### src/rtl/ann_mac_sequencer.sv
// Per-layer MAC sweep sequencer for the ANN node array.
// Clears accumulators, issues one input index per cycle, drains the MAC pipe.
module ann_mac_sequencer #(
  parameter int MAX_INPUTS = 64,
  parameter int ADDR_W     = 10,
  parameter int PIPE_LAT   = 2
) (
  input  logic              clk,
  input  logic              n_rst,
  input  logic              reset_accum,
  input  logic [6:0]        max_input,
  input  logic [ADDR_W-1:0] weight_base,
  input  logic              coeff_ready,
  input  logic              src_valid,
  output logic              clear_accum,
  output logic              mac_en,
  output logic [6:0]        in_addr,
  output logic [ADDR_W-1:0] weight_addr,
  output logic              n_start_done,
  output logic              busy
);

  typedef enum logic [2:0] {
    IDLE, CLEAR, RUN, DRAIN, DONE
  } state_t;

  localparam logic [6:0] MAX_L = 7'(MAX_INPUTS);
  localparam logic [2:0] DRAIN_INIT =
    3'(PIPE_LAT > 0 ? PIPE_LAT - 1 : 0);

  state_t            state, state_n;
  logic [6:0]        len_r, len_n;
  logic [6:0]        idx, idx_n;
  logic [ADDR_W-1:0] base_r, base_n;
  logic [2:0]        drain_cnt, drain_n;
  logic              issue;
  logic [6:0]        len_clamp;

  assign issue = coeff_ready & src_valid;
  assign len_clamp = (max_input > MAX_L) ? MAX_L : max_input;

  always_ff @(posedge clk or negedge n_rst) begin
    if (!n_rst) begin
      state     <= IDLE;
      len_r     <= '0;
      base_r    <= '0;
      idx       <= '0;
      drain_cnt <= '0;
    end else begin
      state     <= state_n;
      len_r     <= len_n;
      base_r    <= base_n;
      idx       <= idx_n;
      drain_cnt <= drain_n;
    end
  end

  always_comb begin
    state_n      = state;
    len_n        = len_r;
    base_n       = base_r;
    idx_n        = idx;
    drain_n      = drain_cnt;
    clear_accum  = 1'b0;
    mac_en       = 1'b0;
    in_addr      = '0;
    weight_addr  = '0;
    n_start_done = 1'b0;
    busy         = (state != IDLE);
    unique case (state)
      IDLE: begin
      end
      CLEAR: begin
        clear_accum = 1'b1;
        idx_n       = '0;
        state_n     = (len_r == 7'd0) ? DONE : RUN;
      end
      RUN: begin
        mac_en      = issue;
        in_addr     = idx;
        weight_addr = base_r + ADDR_W'(idx);
        if (issue) begin
          idx_n = idx + 7'd1;
          if (idx == len_r - 7'd1) begin
            if (PIPE_LAT > 0) begin
              state_n = DRAIN;
              drain_n = DRAIN_INIT;
            end else begin
              state_n = DONE;
            end
          end
        end
      end
      DRAIN: begin
        if (drain_cnt == 3'd0) state_n = DONE;
        else drain_n = drain_cnt - 3'd1;
      end
      DONE: begin
        n_start_done = 1'b1;
        state_n      = IDLE;
      end
      default: state_n = IDLE;
    endcase
    // A strobe in any state restarts the sweep; an aborted one never reports done.
    if (reset_accum) begin
      len_n   = len_clamp;
      base_n  = weight_base;
      state_n = CLEAR;
    end
  end

endmodule

### config.mk
export PLATFORM = sky130hd
export DESIGN_NAME = ann_mac_sequencer
export DESIGN_NICKNAME = d
export VERILOG_FILES = /design/src/rtl/ann_mac_sequencer.sv
export SDC_FILE = /design/constraint.sdc
export NUM_CORES = 1
export LEC_CHECK = 0
export ABC_AREA = 1
export BUFFER_PORTS_ARGS = -buffer_cell sky130_fd_sc_hd__buf_2
export CAP_MARGIN = 20
export CORE_ASPECT_RATIO = 2
export CORE_MARGIN = 2
export CORE_UTILIZATION = 55
export CTS_CLUSTER_DIAMETER = 50
export DETAILED_ROUTE_END_ITERATION = 12
export GPL_TIMING_DRIVEN = 0
export PLACE_DENSITY = 0.8
export REMOVE_ABC_BUFFERS = 1
export SETUP_SLACK_MARGIN = 0.4
export SLEW_MARGIN = 20
export SYNTH_ARGS = -nofsm -noshare
export SYNTH_HDL_FRONTEND = slang
export SYNTH_SLANG_ARGS = --single-unit
### constraint.sdc
create_clock -name clk -period 4.6 [get_ports clk]
set_clock_uncertainty 0.1 [all_clocks]
set_input_delay 0.46 -clock clk [delete_from_list [all_inputs] [get_ports clk]]
set_output_delay 0.46 -clock clk [all_outputs]
set_load 0.01 [all_outputs]
Word level (Yosys, flattened, before mapping)

Cells that the tools add are included.

Register bits: 30
Input port bits: 22
Output and inout bits: 21

Add/subtract/negate cells: 4
$lt $le $gt $ge: 1
Eq/ne operators: 12
Multiplexer cells: 18
Bitwise gates (word level): 1
Reductions and logical operators: 9

Operators with widths:

| kind                                                               | number |
|---|---|
| 3-bit 2-to-1 mux                                                   | 8 |
| 7-bit 2-to-1 mux                                                   | 3 |
| 7-bit one-hot mux with 2 select lines                              | 1 |
| 3-bit one-hot mux with 4 select lines                              | 1 |
| 10-bit by 7-bit adder with 10-bit output                           | 1 |
| 10-bit 2-to-1 mux                                                  | 1 |
| 3-bit != test, second input constant                               | 3 |
| 2-bit != test, second input constant                               | 4 |
| 4-bit AND reduction                                                | 2 |
| 7-bit by 1-bit adder with 7-bit output, second input constant      | 1 |
| 7-bit == test                                                      | 1 |
| 7-bit greater-than comparator, second input constant               | 1 |
| 7-bit logical NOT                                                  | 1 |
| 7-bit by 1-bit subtractor with 7-bit output, second input constant | 1 |
| 3-bit by 2-bit == test with 1-bit output, second input constant    | 2 |
| 3-bit logical NOT                                                  | 2 |
| 3-bit one-hot mux with 2 select lines                              | 1 |
| 2-bit nonzero test                                                 | 2 |
| 3-bit by 1-bit == test with 1-bit output, second input constant    | 1 |
| 3-bit == test, second input constant                               | 1 |
| 1-bit 2-to-1 mux                                                   | 3 |
| 3-bit nonzero test                                                 | 1 |
| 3-bit by 1-bit subtractor with 3-bit output, second input constant | 1 |
| 2-bit AND reduction                                                | 1 |
| 1-bit bitwise AND                                                  | 1 |

Logic depth before layout (Yosys ltp)

Gate-level depths: netlist of the first run.

Word-level depth: 6
Depth in mapped cells: 13
Gate-level depth less buffers: 13

Worst setup path before layout of the first run

OpenSTA, ideal clock, no wires.

Path kind: reg2out
Start point: register idx[0]
End point: output weight_addr[6]
Arrival time: 1.648 ns
Required time: 4.040 ns
Path slack: 2.392 ns
Stages on the path, launching flop included: 12
Path buffers: 0
Path through: dfrtp_1 > ha_1 > inv_1 > fa_1 > inv_1 > nand3_1 > nand2_1 > nand2_1 > nand2_1 > a21oi_1 > xor2_1 > nor2_1

Longest elaborated chain between the ends: 2

RTL lines:

| item                                     | line | text |
|---|---|---|
| start: declaration                       | 33   | `logic [6:0] idx, idx_n;` |
| start signal: assignment                 | 53   | `idx <= idx_n;` |
| 10-bit by 7-bit adder with 10-bit output | 81   | `weight_addr = base_r + ADDR_W'(idx);` |
| 10-bit 2-to-1 mux                        | 70   | `unique case (state)` |
| end: declaration                         | 18   | `output logic [ADDR_W-1:0] weight_addr,` |

No other way between the ends.

Worst setup path in the final report of the first run

Ends and elaborated chain as after synthesis.

==> results of run 1 <==
[flip-flops by register name, indices dropped and copies added, names as in the netlist]
name and cells:
base_r 10, drain_cnt 3, idx 7, len_r 7, state 3
[final cells by class]
| class | count | share of cell area [%] |
|---|---|---|
| Multi-Input combinational cell | 215 | 47.32 |
| Sequential cell | 30 | 31.20 |
| Timing Repair Buffer | 42 | 8.736 |
| Inverter | 41 | 6.396 |
| Clock buffer | 7 | 3.588 |
| Tap cell | 49 | 2.548 |
| Clock inverter | 1 | 0.2080 |
[routing by layer]
layer | up-vias | wire length (microns)
met3 | 17 | 142
met5 | - | 0
met2 | 52 | 2806
met1 | 907 | 1782
met4 | 0 | 187
li1 | 1016 | -
[critical path, delay by kind of cell, from the launching register on]
| kind | cells | cell delay, ns |
|---|---|---|
| DFF | 1 | 0.44 |
| xor gates and xnor gates | 1 | 0.15 |
| AOI/OAI and AO/OA | 1 | 0.07 |
| buffers and inverters | 3 | 0.29 |
| adders and majority gates | 2 | 0.55 |
| and+or+nand+nor | 5 | 0.43 |
[worst paths after layout]
path | endpoint | slack, ns | depth (start not counted) | startpoint
setup / recovery | weight_addr[6] | 1.83 | 12 | idx[0]
hold / removal | len_r[5] | 0.12 | 1 | n_rst
setup reg to reg | drain_cnt[1] | 2.58 | 11 | len_r[0]
hold reg to reg | base_r[0] | 0.38 | 2 | base_r[0]
max in group asynchronous | len_r[1] | 3.83 | 1 | n_rst
min in group clk | base_r[3] | 0.27 | 3 | weight_base[3]
[per-stage QoR]
| stage | utilization, % | area [sq um] | hold slack (ns) | instances |
|---|---|---|---|---|
| 2_1_floorplan | - | 2043 | 0.06441 | 286 |
| 3_3_place_gp | 64.17 | 2315 | 0.3623 | 377 |
| 3_5_place_dp | 64.17 | 2315 | 0.3666 | 377 |
| 4_1_cts | 66.70 | 2406 | 0.1326 | 385 |
| 5_1_grt | 66.70 | 2406 | 0.1828 | 385 |
| 6_report | 66.70 | 2406 | 0.1156 | 385 |
[logic make-up (layout without fill, tap and decap cells)]
kind of cell	Yosys count	count (layout)	share of synthesized area, %
flip-flops	30	30	36.32
XOR/XNOR	8	8	3.389
AND/OR/NAND/NOR	156	156	32.81
AO/OA/AOI/OAI	38	38	10.65
adder cells (fa/ha/maj)	13	13	8.232
buffers and inverters	47	91	8.596
[power groups by stage]
| stage | combinational (mW) | clock (mW) | sequential [mW] |
|---|---|---|---|
| 2_1_floorplan | 0.148 | 0 | 0.316 |
| 3_3_place_gp | 0.206 | 0 | 0.321 |
| 3_5_place_dp | 0.214 | 0 | 0.322 |
| 4_1_cts | 0.215 | 0.230 | 0.317 |
| 5_1_grt | 0.248 | 0.236 | 0.321 |
| 6_report | 0.213 | 0.225 | 0.317 |
[Yosys cell counts (2+ instances only)]
master    number
ha_1          12
nor2_1        37
inv_2          2
clkbuf_1       5
xnor2_1        4
nand2_2        4
dfrtp_1       30
a21oi_1       16
nand3_1       28
xor2_1         4
inv_1         38
o21ai_0       18
nand4_1        5
nand2_1       73
or2_2          2
nor2_2         2
nor3_1         2
==> flow_metrics.tcl, run 1 <==
set metrics [dict create \
    mostFrequentLayoutCells "nand2_1 (73), buf_2 (42), inv_1 (38)" \
    power.switching_mw 0.2650 \
    drt-pass1-iter-count 4 \
    fmax_mhz 360.6 \
    drt_iter0_drc 50 \
    core_area_sq_um 3607 \
    final.setup.worst_slack_ns 1.827 \
    ctsResizeCount 0 \
    diodes 0 \
    synthDistinctLibCells 27 \
    avgRoutedWirePerCell_microns 12.78 \
    grt-busiest-layer "met2" \
    die-area_sq_um 4294 \
    grt-ovfl-total 0 \
    synth_edf_count 0 \
    pwr-share-comb_pct 28.2 \
    crit_chain "ha_1 > inv_1 > fa_1 > inv_1 > nand3_1 > nand2_1 > nand2_1 > nand2_1 > a21oi_1 > xor2_1 > nor2_1 > buf_2" \
    drcViolationCount 0 \
    power_mw 0.7551 \
    cts-buffers-inserted 5 \
    clk_pin_slew_ns 0.07 \
    ys.flop_type "dfrtp_1" \
    hpwl_microns 3799 \
    syn_to_final_growth_pct 16.40 \
    ios 43 \
    ys_seq_area_share_pct 36.32 \
    postCtsHoldBufs 0 \
    ant_nets 0 \
    drv_cap 0 \
    synth_area_leaders "dfrtp_1 (36%), nand2_1 (13%), ha_1 (7.3%)" \
    via_count 1992 \
    max-vdd-ir-drop_mv 0.2476 \
    final_hold_viol_count 0 \
    cts.sinks 30 \
    cts_max_path_buffers 2 \
    netlist_instances 292 \
    synth-seq-cells 30 \
    antenna_found_initial 0 \
    cp_data_required_time_ns 4.04 \
    endpoint_kind "output port" \
    fin_tns_setup_ns 0 \
    cp.arrival_ns 2.21 \
    setup_viol 0 \
    crit_path_max_fanout 5 \
    period_share_pct 60.29 \
    final_layout_size_suffix_gt1_share_pct 18.45 \
    slew_headroom_pct 53.43 \
    p_int_mw 0.4901 \
    postSynthAreaPerCell_sq_um 7.079 \
    place_ws_ns 2.139 \
    critPathMaxStageDelay_ns 0.44 \
    yosysWarnings 0 \
    synth_top_area_share_pct 36.32 \
    min_period_ns 2.773 \
    viasPerCell 5.174 \
    sequentialPowerShare_pct 42.0 \
    cts_setup_buffers 0 \
    h-tree-depth 2 \
    netlist_area_sq_um 2067 \
    multi_input_area_sq_um 1139 \
    postSynth.asyncResetShare_pct 100.0 \
    grt_usage_pct 26.64 \
    gp_congestion 0.8426 \
    power_leakage_nw 1.298 \
    power.density_nw_per_um2 313.8 \
    layout_commonest_cell "nand2_1" \
    hp-class "primary input to asynchronous set/reset pin" \
    die_h_microns 90.70 \
    fin_nets 370 \
    critPathLaunchType "register" \
    yosysTopAreaCell "dfrtp_1" \
    root_buffer "clkbuf_8" \
    grt_pass1_vias 2059 \
    die_x_microns 47.35 \
    num-fill-cells 340 \
    grt_util_met2_pct 47.64 \
    slowest_stage "dfrtp_1" \
    initial_core_util_pct 57.30 \
    tightest_slew_ns 0.6986 \
    clk_latency_ns 0.29 \
    clkPwrFrac_pct 29.8 \
    grt_max_degree 31 \
    grt_setup_unrepaired "no" \
    grt_pass1_wl_microns 8466 \
    power_switching_share_pct 35.09 \
    grt_use_met3_pct 4.200 \
    cpMostUsedCell "nand2_1" \
    grtUsageMet1_pct 27.31 \
    path_class "register to output port" \
    slew_violations 0 \
    tritoncts "done" \
    io_buffers 42 \
    wl_microns 4919 \
    row_count 31 \
    regArea_sq_um 750.7 \
    status "finished, final reports clean" \
]
Power figures use the tool's default switching activity.
==> run 2, diff against run 1 <==
- CORE_UTILIZATION: 55 -> 49
- PLACE_DENSITY: 0.8 -> 0.76
- clock period: 4.6 -> 2.4 ns (I/O delays scaled with it)
==> run 2 against run 1 <==
Effect of this change: wire length rose by 8.6%; non-clock buffer count rose by 21; final cell count rose by 6.2%; via count rose by 2.9%; utilization fell by 1.2 points.
==> flow_metrics.tcl, run 2 (synthesis results as in run 1) <==
set metrics [dict create \
    cts-buffers-inserted 5 \
    min_period_ns 2.381 \
    core_area_sq_um 4088 \
    fin_tns_setup_ns 0 \
    grt_max_degree 31 \
    grt_setup_unrepaired "yes" \
    largest_register_ffs 10 \
    cts.sinks 30 \
    endpoint_kind "output port" \
    setup_viol 0 \
    tritoncts "done" \
    grt_pass1_wl_microns 8618 \
    max-vdd-ir-drop_mv 0.3801 \
    path_class "register to output port" \
    diodes 0 \
    cts_max_path_buffers 2 \
    tightest_slew_ns 0.7197 \
    initial_core_util_pct 50.57 \
    avgRoutedWirePerCell_microns 13.06 \
    ios 43 \
    hold_path_depth 3 \
    die_x_microns 49.93 \
    via_count 2050 \
    final_area_sq_um 2676 \
    drcViolationCount 0 \
    r2r-start "state[0]" \
    gp_congestion 0.9360 \
    grt-ovfl-total 0 \
    slew_violations 0 \
    min-delay-start "weight_base[2]" \
    layout_commonest_cell "nand2_1" \
    root_buffer "clkbuf_8" \
    ant_nets 0 \
    die-area_sq_um 4785 \
    final_layout_size_suffix_gt1_share_pct 29.69 \
    largestRegisters "base_r x10, idx x7, len_r x7" \
    viasPerCell 5.012 \
    crit_path_max_fanout 3 \
    cp.arrival_ns 2.04 \
    fin_nets 391 \
    wl_microns 5342 \
    row_count 33 \
    antenna_found_initial 0 \
    power.density_nw_per_um2 560.7 \
    drt-pass1-iter-count 4 \
    drv_cap 0 \
    fmax_mhz 419.9 \
    mostFrequentLayoutCells "nand2_1 (71), buf_2 (42), nor2_1 (37)" \
    grt_pass1_vias 1948 \
    reg2regPathDepth 11 \
    regToRegEndpoint "idx[6]" \
    drt_iter0_drc 34 \
    die_h_microns 95.85 \
    status "finished, final reports clean" \
    num-fill-cells 371 \
    cp_data_required_time_ns 2.06 \
    clk_latency_ns 0.29 \
    critPathLaunchType "register" \
    regMostFlops "base_r" \
    syn_to_final_growth_pct 29.48 \
    final_hold_viol_count 0 \
    grt_usage_pct 24.23 \
    post_dp_cell_area_sq_um 2318 \
    hp-class "primary input to register" \
    holdPathEnd "base_r[2]" \
    clk_pin_slew_ns 0.07 \
    period_share_pct 99.22 \
    slew_headroom_pct 52.02 \
    fin_util_pct 65.47 \
    power_leakage_nw 1.386 \
    io_buffers 42 \
    rrSetupSlack_ns 0.54 \
    h-tree-depth 2 \
    hpwl_microns 3893 \
]
## run 2: critical path, cell delays in order (launching register included)
cell and delay, ns:
dfrtp_1 0.38, ha_2 0.20, inv_2 0.04, fa_2 0.32
inv_2 0.08, nand3_2 0.06, nand2_2 0.08, nand2_1 0.07
nand2_1 0.08, a21oi_2 0.06, xor2_1 0.13, nor2_1 0.11
buf_2 0.14
## run 2: worst max path at each step
stage | slack, ns | end | start
6_report | 0.02 | weight_addr[6] | idx[0]
5_1_grt | -0.08 | weight_addr[6] | idx[0]
4_1_cts | 0.04 | weight_addr[6] | idx[0]
3_5_place_dp | 0.12 | weight_addr[6] | idx[0]
3_3_place_gp | 0.15 | weight_addr[6] | idx[0]
2_1_floorplan | 0.41 | weight_addr[6] | idx[0]
## run 2: layer usage
| layer | track usage [%] | up-vias | share of wire [%] |
|---|---|---|---|
| met2 | 45.67 | 39 | 58 |
| met3 | 4.348 | 15 | 3.2 |
| met4 | 14.58 | 0 | 3.4 |
| met5 | 0 | - | 0 |
| li1 | - | 1057 | - |
| met1 | 23.93 | 939 | 35 |
## run 2: where the power goes
group | internal, mW | switching, mW
sequential | 0.565 | 0.0462
clock | 0.231 | 0.196
combinational | 0.182 | 0.280
## run 2: cell type report
cell class / count / area (sq um) / area share (%)
Tap cell: 52 / 65.06 / 2.431
Clock inverter: 1 / 5.005 / 0.1870
Timing Repair Buffer: 63 / 377.9 / 14.12
Sequential cell: 30 / 755.7 / 28.24
Clock buffer: 7 / 86.33 / 3.226
Inverter: 41 / 157.7 / 5.891
Multi-Input combinational cell: 215 / 1229 / 45.91
## run 2: repair_timing
action,4_1_cts,5_1_grt
pin swaps,11,10
setup endpoints to repair,18,14
setup buffers,11,9
endpoints found under the hold margin,30,0
resized for setup,21,6
hold buffers,1,0
## run 2: metrics by stage
step           total power [mW]  hold slack [ns]  setup slack, ns  cells
2_1_floorplan            0.8901          -0.1556           0.4125    286
3_3_place_gp              1.013           0.2252           0.1523    380
3_5_place_dp              1.028           0.2215           0.1165    380
4_1_cts                   1.493          0.04745          0.03948    400
5_1_grt                   1.604          0.05995         -0.07776    409
6_report                  1.501          0.04424          0.01864    409
